File: src/rtl/sm_issue_budget_pkg.sv
// Shared types and arithmetic helpers for the SM issue-budget controller.
// Pure definitions: no latency and no flow control.
package sm_issue_budget_pkg;

  typedef enum logic [1:0] {
    IDLE = 2'd0,
    LOAD = 2'd1,
    RUN  = 2'd2
  } state_t;

  // Higher supply code means a larger penalty; the penalty is clamped so the budget floors at zero.
  function automatic int calc_budget(input int volt, input int div, input int bmax);
    int pen;
    pen = volt / div;
    if (pen > bmax) pen = bmax;
    return bmax - pen;
  endfunction

  function automatic int sat_sub(input int a, input int b);
    return (b > a) ? 0 : a - b;
  endfunction

endpackage

File: src/rtl/sm_budget_lane.sv
// One SM lane: remaining budget, allowance, debit, window reload and sticky overissue flag.
// Allowance is combinational from registered budget; no backpressure, over-issue is only flagged.
module sm_budget_lane
  import sm_issue_budget_pkg::*;
#(
  parameter int VOLT_W     = 8,
  parameter int DIV        = 10,
  parameter int BUDGET_MAX = 20,
  parameter int ISSUE_W    = 3,
  parameter int BUD_W      = 5,
  parameter int ISSUE_MAX  = 7
) (
  input  logic               clk,
  input  logic               rst_n,
  input  logic               load,
  input  logic               reload,
  input  logic               run,
  input  logic               clear_err,
  input  logic [VOLT_W-1:0]  voltage,
  input  logic [ISSUE_W-1:0] issued,
  output logic [ISSUE_W-1:0] allow,
  output logic [BUD_W-1:0]   remaining,
  output logic               overissue
);

  logic [BUD_W-1:0] fresh;
  logic [BUD_W-1:0] reload_val;
  logic [BUD_W-1:0] debit_val;

  assign fresh     = BUD_W'(calc_budget(int'(voltage), DIV, BUDGET_MAX));
  assign debit_val = BUD_W'(sat_sub(int'(remaining), int'(issued)));

`ifdef BUDGET_CARRY_EN
  logic [BUD_W:0] carry_sum;
  assign carry_sum  = {1'b0, fresh} + {1'b0, remaining};
  // Leftover is taken before this cycle's debit, which is discarded on reload.
  assign reload_val = (int'(carry_sum) > BUDGET_MAX) ? BUD_W'(BUDGET_MAX) : carry_sum[BUD_W-1:0];
`else
  assign reload_val = fresh;
`endif

  always_comb begin
    allow = '0;
    if (run) begin
      allow = (int'(remaining) > ISSUE_MAX) ? ISSUE_W'(ISSUE_MAX) : ISSUE_W'(remaining);
    end
  end

  always_ff @(posedge clk or negedge rst_n) begin
    if (!rst_n) begin
      remaining <= '0;
    end else if (load) begin
      remaining <= fresh;
    end else if (reload) begin
      remaining <= reload_val;
    end else if (run) begin
      remaining <= debit_val;
    end
  end

  always_ff @(posedge clk or negedge rst_n) begin
    if (!rst_n) begin
      overissue <= 1'b0;
    end else if (clear_err) begin
      overissue <= 1'b0;
    end else if (run && (issued > allow)) begin
      overissue <= 1'b1;
    end
  end

endmodule

File: src/rtl/sm_issue_budget_ctrl.sv
// Per-SM issue budget controller: voltage sets a per-window budget, issues debit it (BUDGET_CARRY_EN: carry leftover).
// One LOAD cycle after enable, then back-to-back windows; no backpressure, over-issue raises a sticky flag.
module sm_issue_budget_ctrl
  import sm_issue_budget_pkg::*;
#(
  parameter int NUM_SM     = 4,
  parameter int VOLT_W     = 8,
  parameter int DIV        = 10,
  parameter int BUDGET_MAX = 20,
  parameter int WINDOW     = 10,
  parameter int ISSUE_W    = 3,
  localparam int BUD_W     = $clog2(BUDGET_MAX + 1),
  localparam int ISSUE_MAX = 2**ISSUE_W - 1
) (
  input  logic                      clk_controller,
  input  logic                      rst_n_controller,
  input  logic                      ctrl_en,
  input  logic [NUM_SM*VOLT_W-1:0]  sm_voltage,
  input  logic [NUM_SM*ISSUE_W-1:0] sm_issued,
  input  logic                      clear_err,
  output logic [NUM_SM*ISSUE_W-1:0] sm_allow,
  output logic [NUM_SM*BUD_W-1:0]   sm_remaining,
  output logic                      window_done,
  output logic [NUM_SM-1:0]         overissue
);

  localparam int CNT_W = (WINDOW > 1) ? $clog2(WINDOW) : 1;

  logic [1:0]       rst_sync;
  logic             rst_n;
  state_t           state;
  state_t           state_nxt;
  logic [CNT_W-1:0] cnt;
  logic             run;
  logic             load;
  logic             reload;

  // Assertion is immediate; release is retimed to the clock.
  always_ff @(posedge clk_controller or negedge rst_n_controller) begin
    if (!rst_n_controller) begin
      rst_sync <= 2'b00;
    end else begin
      rst_sync <= {rst_sync[0], 1'b1};
    end
  end
  assign rst_n = rst_sync[1];

  always_ff @(posedge clk_controller or negedge rst_n) begin
    if (!rst_n) begin
      state <= IDLE;
    end else begin
      state <= state_nxt;
    end
  end

  always_comb begin
    state_nxt = state;
    case (state)
      IDLE:    if (ctrl_en) state_nxt = LOAD;
      LOAD:    state_nxt = RUN;
      RUN:     if (!ctrl_en) state_nxt = IDLE;
      default: state_nxt = IDLE;
    endcase
  end

  always_comb begin
    run         = (state == RUN);
    load        = (state == LOAD);
    window_done = run && (cnt == '0);
    reload      = window_done && ctrl_en;
  end

  always_ff @(posedge clk_controller or negedge rst_n) begin
    if (!rst_n) begin
      cnt <= '0;
    end else begin
      case (state)
        LOAD:    cnt <= CNT_W'(WINDOW - 1);
        RUN: begin
          if (!ctrl_en)        cnt <= '0;
          else if (cnt == '0)  cnt <= CNT_W'(WINDOW - 1);
          else                 cnt <= cnt - 1'b1;
        end
        default: cnt <= '0;
      endcase
    end
  end

  for (genvar i = 0; i < NUM_SM; i++) begin : g_lane
    sm_budget_lane #(
      .VOLT_W     (VOLT_W),
      .DIV        (DIV),
      .BUDGET_MAX (BUDGET_MAX),
      .ISSUE_W    (ISSUE_W),
      .BUD_W      (BUD_W),
      .ISSUE_MAX  (ISSUE_MAX)
    ) u_lane (
      .clk       (clk_controller),
      .rst_n     (rst_n),
      .load      (load),
      .reload    (reload),
      .run       (run),
      .clear_err (clear_err),
      .voltage   (sm_voltage[i*VOLT_W +: VOLT_W]),
      .issued    (sm_issued[i*ISSUE_W +: ISSUE_W]),
      .allow     (sm_allow[i*ISSUE_W +: ISSUE_W]),
      .remaining (sm_remaining[i*BUD_W +: BUD_W]),
      .overissue (overissue[i])
    );
  end

endmodule
File: config.mk
export PLATFORM = sky130hd
export DESIGN_NAME = sm_issue_budget_ctrl
export DESIGN_NICKNAME = d
export VERILOG_FILES = /design/src/rtl/sm_issue_budget_pkg.sv /design/src/rtl/sm_budget_lane.sv /design/src/rtl/sm_issue_budget_ctrl.sv
export SDC_FILE = /design/constraint.sdc
export NUM_CORES = 1
export LEC_CHECK = 0
export CORE_ASPECT_RATIO = 0.7
export CORE_MARGIN = 1
export CORE_UTILIZATION = 45
export CTS_BUF_LIST = sky130_fd_sc_hd__clkbuf_8
export DETAILED_ROUTE_END_ITERATION = 7
export GPL_TIMING_DRIVEN = 0
export PLACE_DENSITY = 0.71
export REMOVE_ABC_BUFFERS = 1
export SYNTH_ARGS = -nofsm -noshare
export SYNTH_HDL_FRONTEND = slang
export SYNTH_SLANG_ARGS = --single-unit
export TNS_END_PERCENT = 20
File: constraint.sdc
create_clock -name clk_controller -period 1.8 [get_ports clk_controller]
set_clock_uncertainty 0.2 [all_clocks]
set_input_delay 0.36 -clock clk_controller [delete_from_list [all_inputs] [get_ports clk_controller]]
set_output_delay 0.36 -clock clk_controller [all_outputs]
set_load 0.01 [all_outputs]
**Word-level counts from Yosys, hierarchy flattened**

Index checks and enable logic that the tools add are counted.
Widths: inputs -> output; s select.

- Bits in registers: 32
- Output and inout bits: 37
- Input port bits: 48
- Logic and storage cells: 100

- Equal/unequal tests: 4
- $lt $le $gt $ge: 16
- Div/mod/pow operators: 4
- Add/subtract/negate cells: 9
- Reduce and logical (&&, ||, !) cells: 14
- Mux-type cells: 42

Operators with widths:

| kind | count |
|---|---|
| $div 9x5->32 const B | 4 |
| $gt 32x6->1 const B | 4 |
| $mux 5 | 20 |
| $mux 3 | 8 |
| $gt 3x5->1 | 4 |
| $gt 5x3->1 const B | 4 |
| $sub 5x3->5 | 4 |
| $sub 5x5->5 const A | 4 |
| $gt 3x3->1 | 4 |
| $mux 1 | 8 |
| $mux 4 | 2 |
| $pmux 4 s2 | 1 |
| $reduce_bool 2->1 | 4 |
| $logic_and 1x1->1 | 6 |
| $pmux 2 s3 | 1 |
| $logic_not 4->1 | 1 |
| $mux 2 | 2 |
| $ne 2x2->1 const B | 2 |
| $sub 4x1->4 const B | 1 |
| $reduce_bool 3->1 | 1 |
| $eq 2x1->1 const B | 1 |
| $eq 2x2->1 const B | 1 |
| $logic_not 2->1 | 1 |
| $reduce_and 2->1 | 1 |

**Depth between registers and ports, before layout**

Gate-level depths: netlist (run 1).

- Word-level depth: 7
- Depth in mapped cells: 20
- Mapped depth without buffers: 17

**Modules after synthesis**

A second synthesis (run 1) with hierarchy kept.

- Cell total of the unflattened synthesis: 857
- Area, all modules: 6093.3 µm²

Modules (own cells, without submodules):

| module | seq. area each (µm²) | cells an instance | area an instance (µm²) | instances |
|---|---|---|---|---|
| sm_budget_lane | 150.1 | 204 | 1418.9 | 4 |
| sm_issue_budget_ctrl | 200.2 | 41 | 417.9 | 1 |

**Worst setup path after synthesis (run 1)**

No wires, ideal clock.

- Kind: in2reg
- From: in sm_voltage[30]
- To: reg g_lane[3].u_lane.remaining[4]
- Library setup time: 0.121 ns
- Stages on the path: 18
- Path buffers: 1
- Slack: -2.339 ns
- Required time: 1.479 ns
- Data arrival time: 3.818 ns
- Path through: buf_2 -> nor2_1 -> inv_1 -> ha_1 -> or4b_1 -> a211oi_2 -> and3_1 -> a211oi_2 -> o21bai_1 -> nor3_1 -> nor3_2 -> o2111a_1 -> or2_1 -> ha_1 -> o211ai_1 -> o31a_1 -> o22ai_1 -> a22o_1

- Cells in the longest elaborated chain, start to end: 6

RTL lines:

| item | RTL line | text |
|---|---|---|
| from (decl) | sm_issue_budget_ctrl.sv:18 | `input logic [NUM_SM*VOLT_W-1:0] sm_voltage,` |
| $div 9x5->32 * | sm_issue_budget_pkg.sv:14 | `pen = volt / div;` |
| $gt 32x6->1 | sm_issue_budget_pkg.sv:15 | `if (pen > bmax) pen = bmax;` |
| $mux 5 * | sm_issue_budget_pkg.sv:15 |  |
| $sub 5x5->5 * | sm_issue_budget_pkg.sv:16 | `return bmax - pen;` |
| $mux 5 | sm_budget_lane.sv:54 | `end else if (reload) begin` |
| $mux 5 * | sm_budget_lane.sv:52 | `end else if (load) begin` |
| to (signal assigned) | sm_budget_lane.sv:53 | `remaining <= fresh;` |
| to (signal assigned) | sm_budget_lane.sv:55 | `remaining <= reload_val;` |
| to (signal assigned) | sm_budget_lane.sv:57 | `remaining <= debit_val;` |
| to (decl) | sm_budget_lane.sv:22 | `output logic [BUD_W-1:0] remaining,` |

Mark *: on every way between the ends. The rest lies on a longest branch, timed or not.
A chain may end at the register's enable or synchronous reset.

**Worst setup path after layout (run 1)**

Ends and elaborated chain as after synthesis.

==> out/results.tsv, run 1 <==
stage	metric	value	unit
run_status	status	finished with violations	
power_and_ir_drop	p_total	0.00737	W
setup_path	cp-start-kind	input port	
setup_path	path_max_fanout	6	
route	post-route-drc-count	0	
grt	grt_pass1_vias	5572	
final_layout	final_layout_size_suffix_gt1_share	22.4	%
sta	fmax	270	MHz
clock_tree	hold_buffers	0	
setup_path	crit_path_end_kind	flip-flop	
clock_tree	clockRootBuffer	clkbuf_8	
grt	overflow	0	
grt	grt_max_degree	44	
yosys	synth_area_leaders	dfrtp_1, ha_1, o21ai_0	
yosys	synth_edf_count	0	
worst_hold_path	hold_class	input port to async pin	
sta	fin_ws	-1.90	ns
setup_path	r2r_cells	7	
setup_path	worstReg2RegEnd	g_lane[3].u_lane.remaining[0]$_DFFE_PN0P_	
setup_path	regToRegSetupSlack	-0.89	ns
flow_run	drv_cap	0	
placement	io_buffers	80	
setup_path	r2r-start	state[1]$_DFFE_PN0P_	
power_and_ir_drop	peakVddDrop	0.000532	V
sta	post-route-period-util	206	%
setup_path	worst-endpoint-required	1.78	ns
route	ant_nets	0	
yosys	avgSynthCellArea	7.24	um2
yosys	synthFlopType	dfrtp_1	
route	routed_wl	16800	um
floorplanning	start_util	46.1	%
placement	gp_congestion	0.919	
floorplanning	die_w	133	um
run_status	violations	negative setup slack	
final_layout	fin_util	62.4	%
clock_tree	cts_tree	done	
placement	place_area	6190	um2
clock_tree	cts_buffers	5	
placement	hpwl	11300	um
clock_tree	clkLatencyLatePin	0.30	ns
power_and_ir_drop	leakage	3.12	nW
grt	antenna_found_initial	1	
final_layout	stdcell_count	993	
yosys	synth_area	5410	um2
sta	finalHoldViolCount	0	
final_layout	layout.nets	924	
placement	place_inst	941	
sta	tightest_slew	0.946	ns
floorplanning	die_h	93.7	um
yosys	ys_types	96	
clock_tree	clkTransAtPathRegs	0.07	ns
floorplanning	pin_count	85	
yosys	ys_seq_area_share	14.8	%
sta	setup_viol	38	
route	drt_iter0_drc	596	
sta	grt_setup_unrepaired	yes	
sta	maxSlewViolCount	0	
yosys	netlist.area_leader.share	14.8	%
sta	slew_headroom	36.7	%
setup_path	worst-setup-path-type	input port to flip-flop	
final_layout	final_cell_mix	nand2_1, nor2_1, inv_1	
power_and_ir_drop	power.density	1010	nW/um2
floorplanning	dieArea	12500	um2
final_layout	layout_commonest_cell	nand2_1	
route	via_per_inst	6.12	
clock_tree	cts_buffer_depth	2	
floorplanning	num_rows	33	
route	routedWlPerCell	16.9	um
yosys	synth_top_cell_by_area	dfrtp_1	
yosys	ys.warnings.count	0	
clock_tree	cts_max_level	2	
yosys	netlist_instances	747	
yosys	async_reset_ff_share	100	%
route	drtPass1Iterations	5	
floorplanning	core_area	11700	um2
route	via_count	6078	
sta	fin_crit	3.70	ns
sta	hold_slack	0.0174	ns
grt	grt_pass1_wl	27200	um
final_layout	area_growth	35.2	%
setup_path	crit_arrival	3.69	ns
clock_tree	clock_sinks	32	
yosys	ys_ff_latch	32	
grt	grt_util_all_layers	26.3	%
final_layout	design_area	7310	um2
[flip-flops by register name, indices dropped and copies added (netlist names)]
register and count:
g_lane.u_lane.overissue 4, g_lane.u_lane.remaining 20, state 2, cnt 4, rst_sync 2
[logic make-up after synthesis]
group	count (synthesis)	synth area share, %
compound gates	269	36.4
xor+xnor	15	2.43
fa+ha+maj	45	10.8
buf+inv	104	8.21
flops	32	14.8
mux	6	1.13
other cells	1	0.0693
simple gates	275	26.2
[worst max-delay path by stage]
stage                                                 to      startpoint  cells past startpoint  slack [ns]
2_1_floorplan  g_lane[3].u_lane.remaining[4]$_DFFE_PN0P_  sm_voltage[29]                     17       -2.18
5_1_grt        g_lane[3].u_lane.remaining[4]$_DFFE_PN0P_  sm_voltage[30]                     18       -2.04
3_3_place_gp   g_lane[3].u_lane.remaining[4]$_DFFE_PN0P_  sm_voltage[29]                     17       -3.60
6_report       g_lane[3].u_lane.remaining[4]$_DFFE_PN0P_  sm_voltage[30]                     18       -1.90
3_5_place_dp   g_lane[3].u_lane.remaining[4]$_DFFE_PN0P_  sm_voltage[29]                     17       -3.65
4_1_cts        g_lane[3].u_lane.remaining[4]$_DFFE_PN0P_  sm_voltage[30]                     18       -1.88
[layer usage]
layer / wire (um) / part of all wire (%) / track usage, %
met1: 7830 / 47 / 37.4
met2: 7680 / 46 / 42.2
met3: 1050 / 6.3 / 3.56
met4: 191 / 1.1 / 5.75
met5: 0 / 0 / 0
[synth_stat cells, types with 11 or more instances]
cell       n
o21ai_0   57
nand2b_1  20
nor2b_1   29
o31ai_1   11
nor2_1    58
nand3_1   15
nand2_1   73
nor3_1    18
a31oi_1   19
dfrtp_1   32
ha_1      38
clkbuf_1  29
inv_1     60
a21oi_1   45
[timing repair]
item / in CTS / in global routing
buffers inserted: 34 / 7
cloned: 2 / 0
pin swaps: 59 / 24
setup endpoints to repair: 62 / 43
gates resized for setup: 243 / 34
[power breakdown]
group / leakage (nW) / switching, W / total [W] / internal (W)
registers: 0.393 / 0.000378 / 0.00141 / 0.00103
logic: 2.67 / 0.00288 / 0.00525 / 0.00237
clock network: 0.0541 / 0.000304 / 0.000714 / 0.000410
total: 3.12 / 0.00356 / 0.00737 / 0.00381
[worst max-delay path, stage by stage]
cell,delay [ns]
buf_12,0.10
nor2_4,0.11
inv_2,0.05
ha_4,0.25
or4b_4,0.50
a211oi_4,0.29
and3_4,0.25
a211oi_4,0.06
o21bai_4,0.22
nor3_2,0.14
nor3_2,0.08
o2111a_1,0.22
or2_1,0.24
ha_4,0.18
o211ai_1,0.15
o31a_1,0.16
o22ai_1,0.07
a22o_1,0.24
[metrics by stage]
stage               worst slack [ns]  setup TNS [ns]
floorplan                      -2.18          -34.39
global placement               -3.60          -70.54
detailed placement             -3.65          -75.41
CTS                            -1.88          -35.47
global route                   -2.04          -41.37
finish                         -1.90          -36.97
[layout make-up]
type	count	area, um2
multi-input combinational	611	4720
sequential	32	811
tap	157	196
clock buffer	5	68.8
antenna	1	2.50
clock inverter	3	42.5
fill	1013	4410
timing repair buffer	123	1240
inverter	61	231
(Power assumes the default switching activity.)
==> run 2: changes to the inputs <==
--- a/config.mk
+++ b/config.mk
@@ -11,6 +11,7 @@
 export CTS_BUF_LIST = sky130_fd_sc_hd__clkbuf_8
 export DETAILED_ROUTE_END_ITERATION = 7
 export GPL_TIMING_DRIVEN = 0
+export HOLD_SLACK_MARGIN = 0.05
 export PLACE_DENSITY = 0.71
 export REMOVE_ABC_BUFFERS = 1
 export SYNTH_ARGS = -nofsm -noshare
==> out/results.tsv, run 2 (synthesis gave the netlist of run 1 again) <==
stage	metric	value	unit
sta	tightest_slew	0.953	ns
placement	hpwl	11300	um
setup_path	worst-setup-path-type	input port to flip-flop	
sta	fin_crit	3.70	ns
flow_run	drv_cap	0	
clock_tree	cts_buffers	5	
power_and_ir_drop	sw_frac_of_total	48.4	%
grt	gr-usage-met1	37.4	%
setup_path	crit_slowest_cell	or4b_4	
grt	met3_usage	3.56	%
route	ant_nets	0	
route	drt_iter0_drc	557	
clock_tree	cts_buffer_depth	2	
setup_path	crit_arrival	3.68	ns
final_layout	final_layout_size_suffix_gt1_share	22.4	%
grt	grt_pass1_vias	5578	
clock_tree	clockRootBuffer	clkbuf_8	
final_layout	area_growth	35.4	%
setup_path	r2r-start	state[1]$_DFFE_PN0P_	
setup_path	worstReg2RegEnd	g_lane[3].u_lane.remaining[0]$_DFFE_PN0P_	
sta	maxSlewViolCount	0	
setup_path	crit_buf_inv	2	
setup_path	worst-endpoint-required	1.78	ns
clock_tree	clkLatencyLatePin	0.30	ns
sta	slew_headroom	36.2	%
floorplanning	die_h	93.7	um
clock_tree	clock_sinks	32	
sta	finalHoldViolCount	0	
power_and_ir_drop	p_switching	0.00358	W
setup_path	cp_cell_sequence	buf_12 > nor2_4 > inv_2 > ha_4 > or4b_4 > a211oi_4 > and3_4 > a211oi_4 > o21bai_4 > nor3_2 > nor3_2 > o2111a_1 > or2_1 > ha_4 > o211ai_1 > o31a_1 > o22ai_1 > a22o_1	
placement	gp_congestion	0.919	
sta	post-route-period-util	206	%
power_and_ir_drop	seq_power_share	19.0	%
route	via_count	6087	
setup_path	regToRegSetupSlack	-0.88	ns
placement	place_inst	941	
final_layout	final_cell_mix	nand2_1, nor2_1, inv_1	
grt	grt_util_all_layers	26.3	%
setup_path	cp-start-kind	input port	
placement	dp_worst_setup_slack	-3.65	ns
setup_path	path_max_fanout	6	
route	via_per_inst	6.12	
clock_tree	cts_tree	done	
power_and_ir_drop	leakage	3.12	nW
floorplanning	die_w	133	um
power_and_ir_drop	p_total	0.00739	W
run_status	violations	negative setup slack	
route	post-route-drc-count	0	
setup_path	cp_top_family	compound AO/OA/AOI/OAI gates	
power_and_ir_drop	internal_power	0.00381	W
sta	fin_ws	-1.90	ns
final_layout	fin_util	62.5	%
grt	grt-busiest-layer	met2	
grt	antenna_found_initial	1	
final_layout	largest_reg_flops	20	
worst_hold_path	hold_class	flip-flop to async pin	
power_and_ir_drop	power.density	1010	nW/um2
sta	fmax	270	MHz
floorplanning	pin_count	85	
sta	setup_viol	38	
final_layout	stdcell_count	994	
final_layout	top_register	g_lane.u_lane.remaining	
grt	overflow	0	
final_layout	reg_top3	g_lane.u_lane.remaining x20, cnt x4, g_lane.u_lane.overissue x4	
power_and_ir_drop	p_clk_share	9.7	%
grt	grt_max_degree	44	
setup_path	crit_path_end_kind	flip-flop	
grt	grt.met2_usage	42.3	%
route	routedWlPerCell	16.9	um
power_and_ir_drop	peakVddDrop	0.000534	V
power_and_ir_drop	p_comb_share	71.2	%
clock_tree	cts_max_level	2	
sta	setup_tns	-37.18	ns
setup_path	r2r_cells	7	
setup_path	worst_path_largest_cell_delay	0.50	ns
run_status	status	finished with violations	
final_layout	layout.nets	925	
floorplanning	num_rows	33	
placement	io_buffers	80	
route	drtPass1Iterations	5	
final_layout	layout_commonest_cell	nand2_1	
sta	grt_setup_unrepaired	yes	
floorplanning	dieArea	12500	um2
floorplanning	start_util	46.1	%
route	routed_wl	16800	um
clock_tree	clkTransAtPathRegs	0.08	ns
grt	grt_pass1_wl	27200	um
floorplanning	core_area	11700	um2
-- run 2: changes by cell type in the layout (fill, tap and decap cells not counted), sizes merged --
cell         previous run  this run
dlygate4sd3             0         1
-- run 2: power by group through the flow --
| stage | Clock [W] | Combinational, W | Sequential [W] |
|---|---|---|---|
| 4_1_cts | 0.000720 | 0.00500 | 0.00139 |
| 3_3_place_gp | 0 | 0.00452 | 0.00138 |
| 6_report | 0.000718 | 0.00526 | 0.00141 |
| 2_1_floorplan | 0 | 0.00295 | 0.00139 |
| 3_5_place_dp | 0 | 0.00468 | 0.00139 |
| 5_1_grt | 0.000752 | 0.00580 | 0.00145 |
-- run 2: cell type report --
cell class / count / area, um2
fillers: 1013 / 4400
well taps: 157 / 196
multi-input cells: 611 / 4720
clock buffers: 5 / 68.8
inverters: 61 / 231
diodes: 1 / 2.50
flip-flops and latches: 32 / 811
repair buffers: 124 / 1250
clock inverters: 3 / 42.5
-- run 2: how the worst max path moves through the flow --
stage | start | endpoint | slack [ns] | depth (start not counted)
after floorplan | sm_voltage[29] | g_lane[3].u_lane.remaining[4]$_DFFE_PN0P_ | -2.18 | 17
after global placement | sm_voltage[29] | g_lane[3].u_lane.remaining[4]$_DFFE_PN0P_ | -3.60 | 17
after detailed placement | sm_voltage[29] | g_lane[3].u_lane.remaining[4]$_DFFE_PN0P_ | -3.65 | 17
after CTS | sm_voltage[30] | g_lane[3].u_lane.remaining[4]$_DFFE_PN0P_ | -1.88 | 18
after global routing | sm_voltage[30] | g_lane[3].u_lane.remaining[4]$_DFFE_PN0P_ | -2.04 | 18
final | sm_voltage[30] | g_lane[3].u_lane.remaining[4]$_DFFE_PN0P_ | -1.90 | 18
-- run 2: metrics by stage --
| step | area [um2] | hold slack, ns |
|---|---|---|
| global placement | 6190 | 0.140 |
| CTS | 7120 | 0.157 |
| global route | 7320 | 0.173 |
| finish | 7320 | 0.128 |
| detailed placement | 6190 | 0.141 |
| floorplan | 5200 | -0.136 |
-- run 2: per-layer routing --
metal	wire (um)	share of wire, %
met5	0	0
met4	187	1.1
met3	1060	6.3
met2	7720	46
met1	7850	47
-- run 2: what timing repair did --
| action | 4_1_cts | 5_1_grt |
|---|---|---|
| hold endpoints to repair | 2 | 0 |
| pin swaps | 59 | 24 |
| setup endpoints to repair | 62 | 43 |
| buffers inserted | 34 | 7 |
| hold buffers | 1 | 0 |
| gates resized for setup | 243 | 34 |
| gates cloned | 2 | 0 |
==> run 3: changes to the inputs <==
--- a/config.mk
+++ b/config.mk
@@ -9,10 +9,11 @@
 export CORE_MARGIN = 1
 export CORE_UTILIZATION = 45
 export CTS_BUF_LIST = sky130_fd_sc_hd__clkbuf_8
+export CTS_CLUSTER_DIAMETER = 120
 export DETAILED_ROUTE_END_ITERATION = 7
 export GPL_TIMING_DRIVEN = 0
 export HOLD_SLACK_MARGIN = 0.05
-export PLACE_DENSITY = 0.71
+export PLACE_DENSITY = 0.69
 export REMOVE_ABC_BUFFERS = 1
 export SYNTH_ARGS = -nofsm -noshare
 export SYNTH_HDL_FRONTEND = slang
==> out/results.tsv, run 3 (synthesis gave the netlist of run 1 again) <==
stage	metric	value	unit
route	ant_nets	0	
sta	grt_setup_unrepaired	yes	
setup_path	worst-setup-path-type	input port to flip-flop	
final_layout	final_layout_size_suffix_gt1_share	24.9	%
grt	overflow	0	
floorplanning	pin_count	85	
clock_tree	clkTransAtPathRegs	0.07	ns
route	via_count	6118	
floorplanning	die_h	93.7	um
final_layout	layout_commonest_cell	nand2_1	
route	post-route-drc-count	0	
placement	io_buffers	80	
placement	gp_congestion	0.934	
route	routed_wl	17000	um
final_layout	area_growth	38.6	%
setup_path	worst-endpoint-required	1.78	ns
route	drtPass1Iterations	5	
final_layout	final_cell_mix	nand2_1, nor2_1, inv_1	
setup_path	crit_path_end_kind	flip-flop	
power_and_ir_drop	peakVddDrop	0.000592	V
setup_path	cp-start-kind	input port	
final_layout	fillerInstances	1011	
power_and_ir_drop	power.density	994	nW/um2
clock_tree	cts_tree	done	
grt	antenna_found_initial	0	
sta	fin_ws	-1.97	ns
final_layout	reg_top3	g_lane.u_lane.remaining x20, cnt x4, g_lane.u_lane.overissue x4	
sta	fin_crit	3.77	ns
clock_tree	cts_max_level	2	
final_layout	design_area	7500	um2
clock_tree	clock_sinks	32	
setup_path	crit_slowest_cell	or4b_4	
run_status	violations	negative setup slack	
clock_tree	clkLatencyLatePin	0.30	ns
placement	place_area	6190	um2
power_and_ir_drop	leakage	3.18	nW
setup_path	crit_arrival	3.75	ns
placement	hpwl	11500	um
final_layout	layout.nets	938	
flow_run	drv_cap	0	
final_layout	largest_reg_flops	20	
sta	maxSlewViolCount	0	
sta	setup_viol	38	
floorplanning	start_util	46.1	%
floorplanning	core_area	11700	um2
sta	setup_tns	-36.30	ns
worst_hold_path	hold_class	flip-flop to async pin	
floorplanning	die_w	133	um
power_and_ir_drop	p_total	0.00745	W
sta	post-route-period-util	210	%
clock_tree	cts_buffer_depth	2	
run_status	status	finished with violations	
sta	finalHoldViolCount	0	
clock_tree	cts_buffers	5	
sta	slew_headroom	34.8	%
clock_tree	clockRootBuffer	clkbuf_8	
route	routedWlPerCell	16.9	um
final_layout	antenna-diode-count	0	
setup_path	cp_cell_sequence	buf_12 > nor2_4 > inv_2 > ha_4 > or4b_4 > a211oi_4 > and3_4 > a211oi_4 > o21bai_4 > nor3_2 > nor3_2 > o2111a_1 > or2_1 > ha_4 > o211ai_1 > o31a_1 > o22ai_1 > a22o_1	
placement	dp_worst_setup_slack	-3.68	ns
sta	fmax	265	MHz
route	drt_iter0_drc	472	
setup_path	worst_path_largest_cell_delay	0.50	ns
sta	tightest_slew	0.973	ns
final_layout	top_register	g_lane.u_lane.remaining	
grt	grt_max_degree	44	
grt	grt_pass1_wl	27900	um
grt	grt_util_all_layers	27.0	%
grt	grt_pass1_vias	5736	
floorplanning	num_rows	33	
floorplanning	dieArea	12500	um2
setup_path	path_max_fanout	7	
route	via_per_inst	6.08	
[run 3: changes by cell type in the layout (fill, tap and decap cells not counted), moves of 2 or more]
cell,before,now
buf_4,39,50
a311oi_1,5,3
a311oi_2,0,2
buf_2,2,0
buf_6,7,9
mux2i_1,5,3
mux2i_2,0,2
nor3_1,15,13
nor3_2,4,6
[run 3: metal layers]
| layer | track usage, % | vias to the layer above | share of wire [%] |
|---|---|---|---|
| met5 | 0 | - | 0 |
| met4 | 5.46 | 0 | 1.2 |
| met3 | 3.61 | 27 | 6.2 |
| met2 | 44.7 | 216 | 46 |
| met1 | 37.4 | 2931 | 46 |
| li1 | - | 2944 | - |
[run 3: path summary, 6_finish.rpt]
kind	start	to	slack [ns]	cells past startpoint
max	sm_voltage[30]	g_lane[3].u_lane.remaining[4]$_DFFE_PN0P_	-1.97	18
min	rst_sync[1]$_DFF_PN0_	g_lane[0].u_lane.remaining[2]$_DFFE_PN0P_	0.12	0
max reg2reg	cnt[0]$_DFF_PN0_	g_lane[3].u_lane.remaining[0]$_DFFE_PN0P_	-0.91	8
min reg2reg	rst_sync[1]$_DFF_PN0_	g_lane[0].u_lane.remaining[2]$_DFFE_PN0P_	0.12	0
max in group asynchronous	rst_n_controller	rst_sync[1]$_DFF_PN0_	0.69	2
min in group clk_controller	rst_sync[0]$_DFF_PN0_	rst_sync[1]$_DFF_PN0_	0.15	0
[run 3: per-stage QoR]
step | util (%) | cells | hold slack, ns
floorplan | - | 704 | -0.136
global placement | 52.8 | 941 | 0.141
detailed placement | 52.8 | 941 | 0.140
CTS | 62.0 | 996 | 0.157
global route | 64.0 | 1006 | 0.180
finish | 64.0 | 1006 | 0.123
[run 3: what timing repair did]
action / in CTS / in global routing
buffers inserted: 44 / 10
hold endpoints to repair: 2 / 0
pin swaps: 54 / 29
hold buffers: 1 / 0
setup endpoints to repair: 62 / 42
resized for setup: 258 / 33
gates cloned: 2 / 0
[run 3: layout make-up]
class	instances	area, um2	share of cell area (%)
multi-input cells	611	4780	63.8
repair buffers	137	1370	18.2
flip-flops and latches	32	812	10.8
inverters	61	231	3.09
well taps	157	196	2.62
clock buffers	5	68.8	0.917
clock inverters	3	42.5	0.567
[run 3: power breakdown]
group	internal [W]	switching [W]	total, W
clock	0.000410	0.000296	0.000706
combinational	0.00243	0.00290	0.00533
sequential	0.00103	0.000392	0.00142
total	0.00387	0.00359	0.00745
[run 3: worst max-delay path, delay by kind of cell]
kind | cells | cell delay, ns
compound gates | 8 | 1.41
buf+inv | 2 | 0.16
fa+ha+maj | 2 | 0.42
simple gates | 6 | 1.41
